## src/rtl/mu0_control.sv

```systemverilog
// MU0 processor control unit: two-cycle fetch/execute sequencer plus a halt state.
// Datapath selects, load enables and memory strobes are decoded combinationally from state and opcode.
module mu0_control (
  input  logic       Clk,
  input  logic       Reset,
  input  logic [3:0] F,
  input  logic       N,
  input  logic       Z,
  output logic       X_sel,
  output logic       Y_sel,
  output logic       Addr_sel,
  output logic [1:0] ALU_fs,
  output logic       PC_En,
  output logic       IR_En,
  output logic       Acc_En,
  output logic       Rd,
  output logic       Wr,
  output logic       Fetch,
  output logic       Halted
);

  // state   | meaning
  // FETCH   | read instruction at PC into IR, PC <= PC+1
  // EXECUTE | carry out the opcode held in IR
  // HALT    | stopped by STP, leaves only on Reset
  typedef enum logic [1:0] {
    S_FETCH   = 2'b00,
    S_EXECUTE = 2'b01,
    S_HALT    = 2'b10
  } state_t;

  localparam logic [3:0] OP_LDA = 4'd0;
  localparam logic [3:0] OP_STA = 4'd1;
  localparam logic [3:0] OP_ADD = 4'd2;
  localparam logic [3:0] OP_SUB = 4'd3;
  localparam logic [3:0] OP_JMP = 4'd4;
  localparam logic [3:0] OP_JGE = 4'd5;
  localparam logic [3:0] OP_JNE = 4'd6;
  localparam logic [3:0] OP_STP = 4'd7;

  localparam logic [1:0] ALU_B   = 2'b00;
  localparam logic [1:0] ALU_ADD = 2'b01;
  localparam logic [1:0] ALU_INC = 2'b10;
  localparam logic [1:0] ALU_SUB = 2'b11;

  state_t r_state;

  always_ff @(posedge Clk or posedge Reset) begin
    if (Reset) begin
      r_state <= S_FETCH;
    end else begin
      case (r_state)
        S_FETCH:   r_state <= S_EXECUTE;
        S_EXECUTE: r_state <= (F == OP_STP) ? S_HALT : S_FETCH;
        S_HALT:    r_state <= S_HALT;
        default:   r_state <= S_FETCH;
      endcase
    end
  end

  always_comb begin
    X_sel    = 1'b0;
    Y_sel    = 1'b0;
    Addr_sel = 1'b0;
    ALU_fs   = ALU_B;
    PC_En    = 1'b0;
    IR_En    = 1'b0;
    Acc_En   = 1'b0;
    Rd       = 1'b0;
    Wr       = 1'b0;
    Fetch    = 1'b0;
    Halted   = 1'b0;
    case (r_state)
      S_FETCH: begin
        Fetch  = 1'b1;
        Rd     = 1'b1;
        IR_En  = 1'b1;
        X_sel  = 1'b1;
        ALU_fs = ALU_INC;
        PC_En  = 1'b1;
      end
      S_EXECUTE: begin
        case (F)
          OP_LDA: begin
            Addr_sel = 1'b1;
            Rd       = 1'b1;
            ALU_fs   = ALU_B;
            Acc_En   = 1'b1;
          end
          OP_STA: begin
            Addr_sel = 1'b1;
            Wr       = 1'b1;
          end
          OP_ADD, OP_SUB: begin
            Addr_sel = 1'b1;
            Rd       = 1'b1;
            ALU_fs   = (F == OP_ADD) ? ALU_ADD : ALU_SUB;
            Acc_En   = 1'b1;
          end
          // Jump target is IR[11:0] passed straight through the ALU.
          OP_JMP, OP_JGE, OP_JNE: begin
            Y_sel  = 1'b1;
            ALU_fs = ALU_B;
            case (F)
              OP_JGE:  PC_En = ~N;
              OP_JNE:  PC_En = ~Z;
              default: PC_En = 1'b1;
            endcase
          end
          default: ;
        endcase
      end
      S_HALT: Halted = 1'b1;
      default: ;
    endcase
  end

endmodule

```

## config.mk

```make
export PLATFORM = sky130hd
export DESIGN_NAME = mu0_control
export DESIGN_NICKNAME = d
export VERILOG_FILES = /design/src/rtl/mu0_control.sv
export SDC_FILE = /design/constraint.sdc
export NUM_CORES = 1
export LEC_CHECK = 0
export ABC_AREA = 1
export CORE_AREA = 2 2 39 41
export DETAILED_ROUTE_END_ITERATION = 12
export DIE_AREA = 0 0 41 43
export GPL_ROUTABILITY_DRIVEN = 0
export SYNTH_ARGS = -nofsm -noshare
export SYNTH_HDL_FRONTEND = slang
export SYNTH_SLANG_ARGS = --single-unit
```

## constraint.sdc

```tcl
create_clock -name Clk -period 1.3 [get_ports Clk]
set_clock_uncertainty 0.2 [all_clocks]
set_input_delay 0.13 -clock Clk [delete_from_list [all_inputs] [get_ports Clk]]
set_output_delay 0.13 -clock Clk [all_outputs]
set_load 0.03 [all_outputs]
```

==> reports/qor.yml, run 1 <==
r2r-start: "r_state[0]"
vias: 312
io_pins: 20
final_max_slew_viol_count: 0
violations: "setup timing"
finalWorstSetupSlack_ns: -0.249
grt_use_met3_pct: 4.19
synth.distinct_cells: 12
largestRegisters: "r_state (2)"
dp_hpwl_um: 499
netlist_instances: 37
cp-start-kind: "flip-flop"
rows: 14
ant_nets: 0
wl_um: 627
grt_use_met2_pct: 11.6
cts_sinks: 2
nets: 78
maxSlewHeadroom_pct: 89.1
avgSynthCellArea_um2: 5.92
regMostFlops: "r_state"
maxCapViolations: 0
fp.coreArea_um2: 1380
holdWs_ns: 0.223
drive_gt1_share_pct: 57.4
initialDrtViolationCount: 2
antenna_found_initial: 0
worst_pin_slew_ns: 0.163
ys_ff_latch: 2
largest_reg_flops: 2
die_w_um: 41
critPathRequiredTime_ns: 0.97
min_from: "F[1]"
setup_viol: 12
drc: 0
cts_tree: "yes"
rsz0062_at_grt: "true"
outcome: "complete, but fails checks"
grt_pass1_wl_mm: 1.09
placedCellCount: 78
grt_pass1_vias: 295
synth-seq-area-share_pct: 22.9
critPathKind: "reg2out"
critPathArrivalTime_ns: 1.22
critical_path.max_fanout: 6
io_buffers: 19
clock_latency_ns: 0.22
dr.pass1.iters: 4
dieHeight_um: 43
cp-startpoint: "r_state[0]"
final_core_util_pct: 40.1
post_drt_wl_per_cell_um: 7.46
ir_drop_mv: 0.237
syn_area_um2: 219
final_area_um2: 554
fin_crit_sh_pct: 119
finalHoldViolations: 0
ys_warn_count: 0
grtUsageTotal_pct: 8.94
critPathCaptureType: "output port"
n_antenna_cell: 0
cellPowerDensity_nw_per_um2: 445
nFillCells: 151
cts-root-buf: "clkbuf_4"
placed_area_um2: 454
overflow: 0
die-area_um2: 1760
period_needed_ns: 1.55
fmax_mhz: 646
syn_to_final_growth_pct: 153
leakagePower_uw: 0.000309
clockBufferDepth: 2
grt_max_degree: 7
initial_core_util_pct: 15.8
cts_made_buffers: 3
hold_path_class: "in2reg"
path_clk_slew_ns: 0.03
busiest_layer: "met1"
h-tree-depth: 1
synth_nets: 45
avgViaCountPerCell: 3.71
gr-usage-met1_pct: 12.2
fin_cells: 84
## cells in the final DEF (no fill, tap or decap)
master | netlist | final
dlymetal6s2s_1 | 0 | 1
nand2_1 | 6 | 5
dfrtp_1 | 2 | 1
buf_6 | 0 | 9
inv_2 | 1 | 2
nand3_1 | 2 | 2
inv_1 | 9 | 8
dfrtp_2 | 0 | 1
dlygate4sd2_1 | 0 | 1
nand2_2 | 2 | 3
dlygate4sd3_1 | 0 | 1
buf_4 | 2 | 13
o21ai_1 | 2 | 1
o22ai_1 | 1 | 1
clkbuf_4 | 0 | 3
nor2_1 | 7 | 3
nor2_4 | 2 | 4
o21ai_2 | 0 | 1
clkdlybuf4s50_1 | 0 | 5
nor2_2 | 1 | 3
## routing by layer
layer / wire length, um / share of wire [%]
met1: 250 / 40
met2: 336 / 54
met3: 40 / 6.4
met4: 0 / 0
met5: 0 / 0
## cells by family after synthesis
kind of cell	after synthesis	synth area share [%]
DFF	2	22.9
buffers and inverters	12	24.0
AOI/OAI and AO/OA	3	7.43
and+or+nand+nor	20	45.7
## through the flow
| stage | setup slack (ns) | total power [uW] | setup TNS, ns |
|---|---|---|---|
| finish | -0.249 | 246 | -1.98 |
| global route | -0.318 | 265 | -2.82 |
| CTS | -0.223 | 251 | -2.10 |
| detailed placement | -0.250 | 113 | -1.24 |
| global placement | -0.250 | 112 | -1.22 |
| floorplan | -0.141 | 77.9 | -0.642 |
## synth_stat cells
library cell / n / area [um^2]
o22ai_1: 1 / 6.26
nor2_4: 2 / 22.5
dfrtp_1: 2 / 50.1
nand2_1: 6 / 22.5
nand2_2: 2 / 12.5
o21ai_1: 2 / 10.0
nor2_2: 1 / 6.26
buf_4: 2 / 15.0
inv_2: 1 / 3.75
nor2_1: 7 / 26.3
inv_1: 9 / 33.8
nand3_1: 2 / 10.0
## worst max-delay path, stage by stage (launching register included)
cell     delay (ns)
dfrtp_1        0.37
inv_2          0.06
nor2_4         0.12
nand2_2        0.11
o21ai_1        0.16
buf_4          0.18
## cell type report
type / instances / area [um^2] / area share (%)
inverters: 10 / 37.5 / 6.77
well taps: 16 / 20.0 / 3.61
flip-flops and latches: 2 / 51.3 / 9.26
multi-input cells: 23 / 143 / 25.7
clock buffers: 3 / 22.5 / 4.06
repair buffers: 30 / 280 / 50.6
## power by group
part / total (uW) / internal [uW] / switching, uW
Sequential: 62.7 / 62.7 / 0
Clock: 132 / 102 / 30.6
Combinational: 51.7 / 31.5 / 20.2
Total: 246 / 196 / 50.8
## worst paths after layout
kind / end / slack [ns] / cells past startpoint
worst max-delay path: ALU_fs[1] / -0.25 / 5
worst min-delay path: r_state[1] / 0.22 / 4
worst max register to register: r_state[1] / 0.16 / 5
worst min register to register: r_state[1] / 0.44 / 2
max in group asynchronous: r_state[1] / 0.34 / 3
min in group asynchronous: r_state[1] / 0.43 / 3
## what timing repair did
action                     4_1_cts  5_1_grt
hold buffers                     1        0
gates resized for setup         10        8
hold endpoints to repair         2        0
pin swaps                        2        1
buffers inserted                 2        0
setup endpoints to repair       12       12
No activity file was read; power rests on OpenSTA's default activity.
==> run 2: changes to the inputs <==
- DONT_BUFFER_PORTS: unset -> 1
- SLEW_MARGIN: unset -> 20
==> reports/qor.yml, run 2 (synthesis results as in run 1) <==
rows: 14  # unchanged
regMostFlops: "r_state"
final_cell_mix: "inv_1 (8), buf_4 (7), nor2_1 (5), nand2_1 (4), buf_6 (4)"
wl_um: 643  # +2.6%
cts_made_buffers: 3  # unchanged
largest_reg_flops: 2  # unchanged
p_switching_uw: 49.6  # -2.3%
worst_pin_slew_ns: 0.254  # +0.0903 ns
overflow: 0  # unchanged
critPathArrivalTime_ns: 1.19  # -0.03 ns
initial_core_util_pct: 15.8  # unchanged
die-area_um2: 1760  # unchanged
finalHoldViolations: 0  # unchanged
nFillCells: 155  # +2.6%
total_power_uw: 224  # -9.3%
finalWorstSetupSlack_ns: -0.219  # +0.0303 ns
hold_path_class: "in2async"
pre_cts_slack_ns: -0.0269  # +0.223 ns
grt_pass1_vias: 300  # +1.7%
fmax_mhz: 659  # +2.0%
vias: 270  # -13%
maxSlewHeadroom_pct: 83.1  # -6.0 points
post_drt_wl_per_cell_um: 9.46  # +27%
drc: 0  # unchanged
clock_latency_ns: 0.22  # about the same
fp.coreArea_um2: 1380  # unchanged
rsz0062_at_grt: "true"
cts_sinks: 2  # unchanged
critPathRequiredTime_ns: 0.97  # about the same
avgViaCountPerCell: 3.97  # +6.9%
grt_pass1_wl_mm: 1.08  # -1.3%
nets: 62  # -21%
dr.pass1.iters: 4  # unchanged
dieHeight_um: 43  # unchanged
ir_drop_mv: 0.206  # -13%
final_core_util_pct: 30.7  # -9.3 points
antenna_found_initial: 0  # unchanged
critical_path.max_fanout: 3  # -3
p_sw_share_pct: 22.2  # +1.6 points
io_buffers: 0  # -19
critPathCaptureType: "output port"
critPathKind: "reg2out"
io_pins: 20  # unchanged
holdWs_ns: 0.00548  # -0.218 ns
n_antenna_cell: 0  # unchanged
cts-root-buf: "clkbuf_4"
maxCapViolations: 0  # unchanged
worstReg2RegEnd: "r_state[1]"
h-tree-depth: 1  # unchanged
drive_gt1_share_pct: 59.6  # +2.3 points
largestRegisters: "r_state (2)"
grt_max_degree: 7  # unchanged
fin_crit_sh_pct: 117  # -2.3 points
setup_viol: 12  # unchanged
p_int_uw: 174  # -11%
cts_tree: "yes"
cp-start-kind: "flip-flop"
initialDrtViolationCount: 6  # +4
leakagePower_uw: 0.000224  # -27%
seqPwrFrac_pct: 28.0  # +2.6 points
ant_nets: 0  # unchanged
r2r-start: "r_state[1]"
die_w_um: 41  # unchanged
final_common_cell: "inv_1"
path_clk_slew_ns: 0.03  # about the same
clockBufferDepth: 2  # unchanged
violations: "setup timing"
combPwrFrac_pct: 10.7  # -10 points
reg2reg_setup_slack_ns: 0.01  # -0.15 ns
r2r.worst_path.cells: 5  # unchanged
syn_to_final_growth_pct: 94.3
outcome: "complete, but fails checks"
period_needed_ns: 1.52  # -0.0303 ns
final_max_slew_viol_count: 0  # unchanged
clock_power_share_pct: 61.3  # +7.7 points
grtUsageTotal_pct: 9.24  # +0.30 points
dp_hpwl_um: 479  # -4.0%
cellPowerDensity_nw_per_um2: 526  # +18%
## run 2: cell types whose count changed in the layout (fill, tap and decap cells not counted), sizes merged
cell,previous run,this run
buf,22,12
clkdlybuf4s50,5,0
dlygate4sd3,1,2
dlymetal6s2s,1,0
dlygate4sd2,1,0
## run 2: cell type report
class	count	area, um^2	share of cell area (%)
inverters	10	37.5	8.82
repair buffers	14	138	32.4
clock buffers	3	22.5	5.29
well taps	16	20.0	4.71
multi-input cells	23	155	36.5
flip-flops and latches	2	52.6	12.4
## run 2: power by group through the flow
stage	clock network (uW)	logic, uW	registers [uW]
6_report	137	23.9	62.7
5_1_grt	145	27.1	62.7
4_1_cts	147	23.3	62.7
3_5_place_dp	0	17.0	63.4
3_3_place_gp	0	17.0	63.4
2_1_floorplan	0	14.5	63.4
## run 2: worst max-delay path by stage
stage,start,endpoint
3_5_place_dp,r_state[0],ALU_fs[1]
4_1_cts,r_state[0],PC_En
3_3_place_gp,r_state[0],PC_En
6_report,r_state[1],PC_En
5_1_grt,r_state[1],PC_En
2_1_floorplan,r_state[0],ALU_fs[1]
## run 2: per-stage QoR
step	setup TNS [ns]	instance area, um^2	cells
3_5_place_dp	-0.0666	302	60
6_report	-1.76	425	68
4_1_cts	-1.91	402	67
2_1_floorplan	-0.642	229	37
5_1_grt	-2.44	425	68
3_3_place_gp	-0.0151	302	60
## run 2: per-layer routing
metal	global-route usage, %	vias up	share of wire (%)
li1	-	136	-
met2	13.1	14	55
met1	9.65	120	37
met5	0	-	0
met3	4.19	0	8.2
met4	8.00	0	0
## run 2: what timing repair did
item | 4_1_cts | 5_1_grt
hold endpoints to repair | 3 | 0
pin swaps | 4 | 2
setup endpoints to repair | 12 | 13
hold buffers | 2 | 0
resized for setup | 13 | 4
buffers inserted | 2 | 1
## run 2: worst max-delay path: stages, from the launching register on
cell and delay [ns]:
dfrtp_2 0.44, nor2_4 0.15, nand2_2 0.09, nor2_4 0.10, nand2_2 0.08, nand2_4 0.11
